**src/rtl/uart_baud_gen_if.sv**
```systemverilog
// uart_baud_gen_if: control, divisor-config and timing-strobe bundle of uart_baud_gen
// master = UART control FSM side, slave = the bit-timing generator.
interface uart_baud_gen_if #(
    parameter int CNT_W = 16,
    parameter int FRAC_W = 4,
    parameter int FRAME_BITS = 10
);
    localparam int BI_W = $clog2(FRAME_BITS);
    logic En, Abort, Div_Wr;
    logic [CNT_W-1:0] Div_Int_In;
    logic [FRAC_W-1:0] Div_Frac_In;
    logic Busy, Mid_Tick, Bit_Tick, Frame_Done, Cfg_Err;
    logic [BI_W-1:0] Bit_Idx;
    modport master (
        output En, Abort, Div_Wr, Div_Int_In, Div_Frac_In,
        input Busy, Mid_Tick, Bit_Tick, Bit_Idx, Frame_Done, Cfg_Err
    );
    modport slave (
        input En, Abort, Div_Wr, Div_Int_In, Div_Frac_In,
        output Busy, Mid_Tick, Bit_Tick, Bit_Idx, Frame_Done, Cfg_Err
    );
endinterface

```
**src/rtl/uart_baud_gen.sv**
```systemverilog
// uart_baud_gen: fractional-divisor UART bit-timing generator with mid/end-of-bit strobes
// Bit periods dither between Div_Int and Div_Int+1 so the average is Div_Int + Div_Frac/2^FRAC_W.
module uart_baud_gen #(
    parameter int CNT_W = 16,
    parameter int FRAC_W = 4,
    parameter int FRAME_BITS = 10,
    parameter int RESET_DIV_INT = 52,
    parameter int RESET_DIV_FRAC = 0
) (
    input logic CLK,
    input logic RSTn,
    uart_baud_gen_if.slave bus
);
    localparam int BI_W = $clog2(FRAME_BITS);
    localparam logic [0:0] IDLE = 1'b0;
    localparam logic [0:0] RUN = 1'b1;
    localparam logic [BI_W-1:0] LAST = BI_W'(FRAME_BITS - 1);
    localparam logic [BI_W-1:0] IDX_ONE = BI_W'(1);
    localparam logic [CNT_W:0] ONE = (CNT_W+1)'(1);
    logic [0:0] state;
    logic [CNT_W-1:0] div_int, dint;
    logic [FRAC_W-1:0] div_frac, dfrac, acc;
    logic [FRAC_W:0] sum;
    logic [CNT_W:0] cnt, per, per_nx;
    logic [BI_W-1:0] bit_idx;
    logic run, wr_ok, start, tick, last, cfg_err;
    assign run = state == RUN;
    assign wr_ok = bus.Div_Wr && !run && bus.Div_Int_In >= CNT_W'(2);
    // A write accepted in the start cycle must already shape the first bit.
    assign dint = wr_ok ? bus.Div_Int_In : div_int;
    assign dfrac = wr_ok ? bus.Div_Frac_In : div_frac;
    assign sum = {1'b0, acc} + {1'b0, dfrac};
    assign per_nx = {1'b0, dint} + {{CNT_W{1'b0}}, sum[FRAC_W]};
    assign start = !run && bus.En && !bus.Abort;
    assign tick = run && !bus.Abort && cnt == per - ONE;
    assign last = bit_idx == LAST;
    assign bus.Busy = run;
    assign bus.Mid_Tick = run && !bus.Abort && cnt == (per >> 1);
    assign bus.Bit_Tick = tick;
    assign bus.Frame_Done = tick && last;
    assign bus.Bit_Idx = bit_idx;
    assign bus.Cfg_Err = cfg_err;
    always_ff @(posedge CLK or negedge RSTn)
        if (!RSTn) begin
            state <= IDLE;
            cnt <= '0;
            per <= '0;
            acc <= '0;
            bit_idx <= '0;
            cfg_err <= 1'b0;
            div_int <= CNT_W'(RESET_DIV_INT);
            div_frac <= FRAC_W'(RESET_DIV_FRAC);
        end else begin
            cfg_err <= bus.Div_Wr && !wr_ok;
            if (wr_ok) begin
                div_int <= bus.Div_Int_In;
                div_frac <= bus.Div_Frac_In;
            end
            if (bus.Abort) begin
                state <= IDLE;
                cnt <= '0;
                acc <= '0;
                bit_idx <= '0;
            end else if (start || (tick && (!last || bus.En))) begin
                // New bit: latch its period and keep the fractional phase running across frames.
                state <= RUN;
                cnt <= '0;
                per <= per_nx;
                acc <= sum[FRAC_W-1:0];
                bit_idx <= (start || last) ? '0 : bit_idx + IDX_ONE;
            end else if (tick) begin
                state <= IDLE;
                cnt <= '0;
                acc <= '0;
                bit_idx <= '0;
            end else if (run) begin
                cnt <= cnt + ONE;
            end
        end
endmodule

```
**src/flat_wrapper.sv**
```systemverilog
// flat-port wrapper written by rule: the top's interface ports become plain ports
module uart_baud_gen_flat 
#(
    parameter int CNT_W = 16,
    parameter int FRAC_W = 4,
    parameter int FRAME_BITS = 10,
    parameter int RESET_DIV_INT = 52,
    parameter int RESET_DIV_FRAC = 0
)
  (CLK, RSTn, bus_En, bus_Abort, bus_Div_Wr, bus_Div_Int_In, bus_Div_Frac_In, bus_Busy, bus_Mid_Tick, bus_Bit_Tick, bus_Bit_Idx, bus_Frame_Done, bus_Cfg_Err);
  uart_baud_gen_if #(.CNT_W(CNT_W), .FRAC_W(FRAC_W), .FRAME_BITS(FRAME_BITS)) bus_i ();
  input logic CLK;
  input logic RSTn;
  input wire logic [$bits(bus_i.En)-1:0] bus_En;
  input wire logic [$bits(bus_i.Abort)-1:0] bus_Abort;
  input wire logic [$bits(bus_i.Div_Wr)-1:0] bus_Div_Wr;
  input wire logic [$bits(bus_i.Div_Int_In)-1:0] bus_Div_Int_In;
  input wire logic [$bits(bus_i.Div_Frac_In)-1:0] bus_Div_Frac_In;
  output wire logic [$bits(bus_i.Busy)-1:0] bus_Busy;
  output wire logic [$bits(bus_i.Mid_Tick)-1:0] bus_Mid_Tick;
  output wire logic [$bits(bus_i.Bit_Tick)-1:0] bus_Bit_Tick;
  output wire logic [$bits(bus_i.Bit_Idx)-1:0] bus_Bit_Idx;
  output wire logic [$bits(bus_i.Frame_Done)-1:0] bus_Frame_Done;
  output wire logic [$bits(bus_i.Cfg_Err)-1:0] bus_Cfg_Err;
  assign bus_i.En = bus_En;
  assign bus_i.Abort = bus_Abort;
  assign bus_i.Div_Wr = bus_Div_Wr;
  assign bus_i.Div_Int_In = bus_Div_Int_In;
  assign bus_i.Div_Frac_In = bus_Div_Frac_In;
  assign bus_Busy = bus_i.Busy;
  assign bus_Mid_Tick = bus_i.Mid_Tick;
  assign bus_Bit_Tick = bus_i.Bit_Tick;
  assign bus_Bit_Idx = bus_i.Bit_Idx;
  assign bus_Frame_Done = bus_i.Frame_Done;
  assign bus_Cfg_Err = bus_i.Cfg_Err;
  uart_baud_gen #(.CNT_W(CNT_W), .FRAC_W(FRAC_W), .FRAME_BITS(FRAME_BITS), .RESET_DIV_INT(RESET_DIV_INT), .RESET_DIV_FRAC(RESET_DIV_FRAC)) u_core (.CLK(CLK), .RSTn(RSTn), .bus(bus_i));
endmodule
```
**config.mk**
```make
export PLATFORM = sky130hd
export DESIGN_NAME = uart_baud_gen_flat
export DESIGN_NICKNAME = d
export VERILOG_FILES = /design/src/rtl/uart_baud_gen_if.sv /design/src/rtl/uart_baud_gen.sv /design/src/flat_wrapper.sv
export SDC_FILE = /design/constraint.sdc
export NUM_CORES = 1
export LEC_CHECK = 0
export ABC_CLOCK_PERIOD_IN_PS = 4350
export CAP_MARGIN = 20
export CORE_MARGIN = 2
export CORE_UTILIZATION = 57
export CTS_BUF_LIST = sky130_fd_sc_hd__clkbuf_8
export CTS_CLUSTER_SIZE = 8
export DETAILED_ROUTE_END_ITERATION = 8
export GPL_TIMING_DRIVEN = 0
export HOLD_SLACK_MARGIN = 0.06
export PLACE_DENSITY = 0.87
export RECOVER_POWER = 25
export SYNTH_ARGS = -nofsm -noshare
export SYNTH_HDL_FRONTEND = slang
export SYNTH_SLANG_ARGS = --single-unit
```
**constraint.sdc**
```tcl
create_clock -name CLK -period 4.35 [get_ports CLK]
set_input_delay 0.435 -clock CLK [delete_from_list [all_inputs] [get_ports CLK]]
set_output_delay 0.435 -clock CLK [all_outputs]
set_load 0.005 [all_outputs]
```
# ---- Word-level counts from Yosys, hierarchy flattened
# Cells that the tools add are included.
dict set report totals {
  regBits 64
  in_bits 25
}
dict set report classes {
  addsub 5
  bitwise 1
  mux 15
  n_reduce_logical 20
  order_cmp 1
  eq_ne 3
}
# op n
set op_table {}
lappend op_table {{2-to-1 mux 17 bit} 4}
lappend op_table {{2-to-1 mux 4 bit} 7}
lappend op_table {{adder 16 x 1 -> 17 bit} 1}
lappend op_table {{adder 17 x 1 -> 17 bit, second input constant} 1}
lappend op_table {{equality test 17 x 16 -> 1 bit} 1}
lappend op_table {{equality test 17 bit} 1}
lappend op_table {{subtractor 17 x 1 -> 17 bit, second input constant} 1}
lappend op_table {{greater-or-equal comparator 16 x 2 -> 1 bit, second input constant} 1}
lappend op_table {{2-to-1 mux 16 bit} 1}
lappend op_table {{logical AND 1 bit} 10}
lappend op_table {{adder 4 x 4 -> 5 bit} 1}
lappend op_table {{adder 4 x 1 -> 4 bit, second input constant} 1}
lappend op_table {{equality test 4 bit, second input constant} 1}
lappend op_table {{logical NOT 1 bit} 4}
lappend op_table {{nonzero test 4 bit} 1}
lappend op_table {{logical OR 1 bit} 3}
lappend op_table {{2-to-1 mux 1 bit} 3}
lappend op_table {{nonzero test 3 bit} 1}
lappend op_table {{AND reduction 2 bit} 1}
lappend op_table {{inverter 1 bit} 1}

# ---- Logic depth before layout (Yosys ltp)
dict set report depth {
  word_depth 7
  ltp_mapped 16
  mapped_depth_nobuf 14
}

# ---- Least setup slack after synthesis
# OpenSTA, ideal clock, no wires.
dict set report synth_path {
  path_kind {register to register}
  from {reg u_core.state (netlist: u_core.bus.Busy)}
  to {reg u_core.per[14]}
  synth_period_minus_slack_ps 3811
  arrival_ps 3684
  path_stages_with_launch 17
  setup_slack_ps 539
  setup_time_ps 127
  path_cell_list {dfrtp_1 > nand2b_1 > a41oi_1 > clkbuf_1 > clkbuf_1 > mux2_2 > ha_1 > inv_1 > fa_1 > nor2b_1 > o21ai_0 > nand2b_1 > ha_1 > nand4_1 > nor3_1 > xnor2_1 > mux2_1}
}
dict set report synth_via {
  elab_chain_cells 6
}
# element line_no
set synth_lines {}
lappend synth_lines {{from (decl)} uart_baud_gen.sv:20} ;# logic [0:0] state;
lappend synth_lines {{from (signal assigned)} uart_baud_gen.sv:45} ;# state <= IDLE;
lappend synth_lines {{from (signal assigned)} uart_baud_gen.sv:60} ;# state <= IDLE;
lappend synth_lines {{from (signal assigned)} uart_baud_gen.sv:66} ;# state <= RUN;
lappend synth_lines {{logical NOT 1 bit} uart_baud_gen.sv:28} ;# assign wr_ok = bus.Div_Wr && !run && bus.Div_Int_In >= CNT_W'(2);
lappend synth_lines {{logical AND 1 bit (2 in a row)} uart_baud_gen.sv:28}
lappend synth_lines {{2-to-1 mux 4 bit} n/a}
lappend synth_lines {{named net u_core.dfrac[0]} uart_baud_gen.sv:22} ;# logic [FRAC_W-1:0] div_frac, dfrac, acc;
lappend synth_lines {{adder 4 x 4 -> 5 bit} uart_baud_gen.sv:32} ;# assign sum = {1'b0, acc} + {1'b0, dfrac};
lappend synth_lines {{adder 16 x 1 -> 17 bit} uart_baud_gen.sv:33} ;# assign per_nx = {1'b0, dint} + {{CNT_W{1'b0}}, sum[FRAC_W]};
lappend synth_lines {{to (signal assigned)} uart_baud_gen.sv:68} ;# per <= per_nx;
lappend synth_lines {{to (decl)} uart_baud_gen.sv:24} ;# logic [CNT_W:0] cnt, per, per_nx;
# The timed path passes the listed nets, and every way through them passes these cells.
# A chain may end at the register's enable or synchronous reset.

# ---- Worst setup path in the final report
dict set report layout_path {
  from {in bus_Div_Int_In[4]}
  to {reg u_core.per[14]}
}
dict set report layout_via {
  elab_chain_cells 5
}
# element line_no
set layout_lines {}
lappend layout_lines {{from (decl)} flat_wrapper.sv:17} ;# input wire logic [$bits(bus_i.Div_Int_In)-1:0] bus_Div_Int_In;
lappend layout_lines {{greater-or-equal comparator 16 x 2 -> 1 bit} uart_baud_gen.sv:28}
lappend layout_lines {{logical AND 1 bit} uart_baud_gen.sv:28}
lappend layout_lines {{2-to-1 mux 4 bit} n/a}
lappend layout_lines {{named net u_core.dfrac[0]} uart_baud_gen.sv:22}
lappend layout_lines {{adder 4 x 4 -> 5 bit} uart_baud_gen.sv:32}
lappend layout_lines {{adder 16 x 1 -> 17 bit} uart_baud_gen.sv:33}
# The timed path passes the listed nets, and every way through them passes these cells.

==> results.py <==
metrics = {
    "pwr": {
        "power_frac_comb_pct": 35.1,
        "switching_power_mw": 0.719,
        "total_leakage_power_nw": 2.03,
        "switching_share_pct": 36.1,
        "pwr-share-clk_pct": 25.9,
        "ir_worst_vdd_mv": 0.288,
        "fin_total_pwr_mw": 1.99,
        "powerDensity_nw_per_um2": 403,
        "p_int_mw": 1.27,
        "p_seq_share_pct": 39.1,
    },
    "cts": {
        "cts_tree": "built",
        "cts_setup_buffers": 0,
        "cts-buffers-inserted": 9,
        "h-tree-depth": 3,
        "worstSkewPairLatency_ns": 0.35,
        "clk_pin_slew_ns": 0.07,
        "clock_path_buffers": 2,
        "clock_sinks": 64,
        "clockRootBuffer": "clkbuf_8",
        "cts-hold-fix-buffers": 0,
    },
    "cells_and_area": {
        "mostFrequentLayoutCell": "dfrtp_1",
        "drive_gt1_share_pct": 12.2,
        "final_util_pct": 68.0,
        "synthToLayoutAreaGrowth_pct": 15.9,
        "final_cell_mix": "61 x dfrtp_1, 34 x nor2_1, 33 x xor2_1",
        "layout.nets": 524,
        "num_antenna_cells": 0,
    },
    "synthesis": {
        "yosys_warnings": 0,
        "syn_inst": 445,
        "seq_area_frac_synth_pct": 37.7,
        "synthDistinctLibCells": 61,
        "syn-num-nets": 481,
        "async_flop_share_pct": 100,
        "netlist_area_um2": 4260,
        "ys_ff_latch": 64,
        "synthFlopType": "dfrtp_1",
        "avgSynthCellArea_um2": 9.57,
        "synth_edf_count": 0,
    },
    "worst_setup_path": {
        "worstPathMaxFanout": 10,
        "regToRegEndpoint": "u_core.per[14]$_DFFE_PN0P_",
        "crit_type": "in -> reg",
        "r2r_start": "u_core.bus.Busy$_DFFE_PN0P_",
        "cp-start-kind": "input pin",
        "rr_worst_depth": 16,
        "cp-end-kind": "flip-flop",
        "worstPathRequired_ns": 4.58,
        "rrSetupSlack_ns": 0.32,
        "worstPathArrival_ns": 4.30,
    },
    "floorplanning": {
        "start_util_pct": 58.7,
        "die-area_um2": 8170,
        "core_um2": 7250,
        "fp-row-count": 31,
        "io-pin-count": 34,
        "die_x_um": 90.4,
        "dieHeight_um": 90.4,
    },
    "grt": {
        "grt_max_degree": 43,
        "overflow": 0,
        "grt_antenna_before_repair": 0,
        "grt_pass1_wl_mm": 16.2,
        "grt_pass1_vias": 3447,
        "grt_usage_pct": 24.3,
    },
    "placed_design": {
        "portBuffers": 32,
        "pre_cts_ws_ns": -0.600,
        "hpwlAfterDp_mm": 7.13,
        "globalplace.congestion": 0.888,
    },
    "worst_hold_path": {
        "min_path_type": "in -> async",
    },
    "drt": {
        "route.detailed.drc": 0,
        "vias": 3441,
        "drt_pre_antenna_iters": 7,
        "antenna_left": 0,
        "wl_per_cell_um": 15.9,
        "drt_iter0_drc": 193,
        "routed_wl_mm": 9.42,
        "post_drt_via_cell_ratio": 5.81,
    },
    "timing": {
        "worstMarginPinSlew_ns": 2.21,
        "hold_slack_ns": 0.332,
        "timing.final.crit_share_pct": 93.5,
        "hold_violations": 0,
        "slew_headroom_pct": -47.2,
        "setup_ws_ns": 0.282,
        "setup_viol_count_final": 0,
        "finalCriticalPeriod_ns": 4.07,
        "rsz0062_at_grt": "false",
        "fmax_mhz": 246,
        "final_max_slew_viol_count": 43,
        "skew_ns": 0.00581,
    },
    "run_status": {
        "violations": "max-capacitance violations, max-slew violations",
        "status": "finished, violations left",
    },
    "job": {
        "cap_violations": 1,
    },
}
==> routing by layer <==
layer	vias to the layer above	part of all wire, %	GRT usage [%]	wire length [um]
li1	1670	-	-	-
met1	1660	45	32.4	4280
met2	99	49	40.9	4570
met3	12	5.0	5.51	470
met4	0	1.1	5.00	101
met5	-	0	0	0
==> Yosys cell counts (7+ instances only) <==
cell	n	share of area, %
a21oi_1	13	1.5
nand3_1	15	1.8
buf_2	7	0.82
clkbuf_1	16	1.4
nand2_1	19	1.7
mux2i_1	16	3.8
xnor2_1	27	5.6
xor2_1	33	6.8
dfrtp_1	61	36
mux2_2	18	4.8
nor4_1	11	1.6
nand4_1	12	1.8
nor2_1	34	3.0
mux2_1	8	2.1
inv_1	26	2.3
nor3_1	13	1.5
and3_1	7	1.0
ha_1	10	2.9
==> how the worst max path moves through the flow <==
stage,from,to,slack (ns),cells after the start
floorplan,u_core.bus.Busy$_DFFE_PN0P_,u_core.per[14]$_DFFE_PN0P_,0.54,16
global placement,bus_Div_Int_In[11],u_core.per[14]$_DFFE_PN0P_,-0.50,17
detailed placement,bus_Div_Int_In[10],u_core.per[14]$_DFFE_PN0P_,-0.60,17
CTS,u_core.per[2]$_DFFE_PN0P_,bus_Frame_Done,0.08,9
global route,bus_Div_Int_In[4],u_core.per[14]$_DFFE_PN0P_,0.03,17
finish,bus_Div_Int_In[4],u_core.per[14]$_DFFE_PN0P_,0.28,17
==> cell families after synthesis <==
family | Yosys count | share of synthesized area [%]
and+or+nand+nor | 157 | 20.7
DFF | 64 | 37.7
xor gates and xnor gates | 61 | 12.9
AOI/OAI and AO/OA | 58 | 9.64
buffers and inverters | 52 | 5.06
muxes | 42 | 10.6
adders and majority gates | 11 | 3.41
==> timing repair <==
| item | in CTS | in global routing |
|---|---|---|
| endpoints found under the setup margin | 9 | 7 |
| pin swaps | 0 | 1 |
| gates resized for setup | 2 | 8 |
| hold endpoints to repair | 0 | 0 |
==> worst max-delay path: stages <==
cell and delay (ns):
clkdlybuf4s50_1 0.47, nor4_1 0.33, a41oi_2 0.24, buf_2 0.26, buf_2 0.23, mux2_2 0.26
ha_1 0.16, inv_1 0.06, fa_1 0.40, nor2b_1 0.12, o21ai_0 0.08, nand2b_1 0.10
ha_1 0.23, nand4_1 0.27, nor3_2 0.26, xnor2_1 0.09, mux2_1 0.29
==> sequential cells by signal, indices dropped and copies added, names as in the netlist <==
name / cells
u_core.bus.Bit_Idx: 4
u_core.cnt: 17
u_core.acc: 4
u_core.div_frac: 4
u_core.div_int: 16
u_core.bus.Busy: 1
u_core.per: 17
u_core.bus.Cfg_Err: 1
==> metrics by stage <==
| step | area [um2] | cells | setup TNS (ns) |
|---|---|---|---|
| floorplan | 4260 | 445 | 0 |
| global placement | 4700 | 576 | -3.92 |
| detailed placement | 4720 | 577 | -5.40 |
| CTS | 4920 | 593 | 0 |
| global route | 4930 | 592 | 0 |
| finish | 4930 | 592 | 0 |
==> power by group through the flow <==
stage | clock (mW) | combinational (mW) | sequential [mW]
6_report | 0.515 | 0.698 | 0.778
3_3_place_gp | 0 | 0.651 | 0.778
4_1_cts | 0.524 | 0.686 | 0.773
3_5_place_dp | 0 | 0.681 | 0.784
5_1_grt | 0.549 | 0.771 | 0.788
2_1_floorplan | 0 | 0.519 | 0.762
==> final cells by class <==
cell class,count,area [um2]
plain buffers,25,116
clock buffers,10,138
clock inverters,6,61.3
fillers,569,2320
inverters,26,97.6
multi-input cells,329,2470
flip-flops and latches,64,1610
well taps,99,124
repair buffers,33,318
Power figures use the tool's default switching activity.
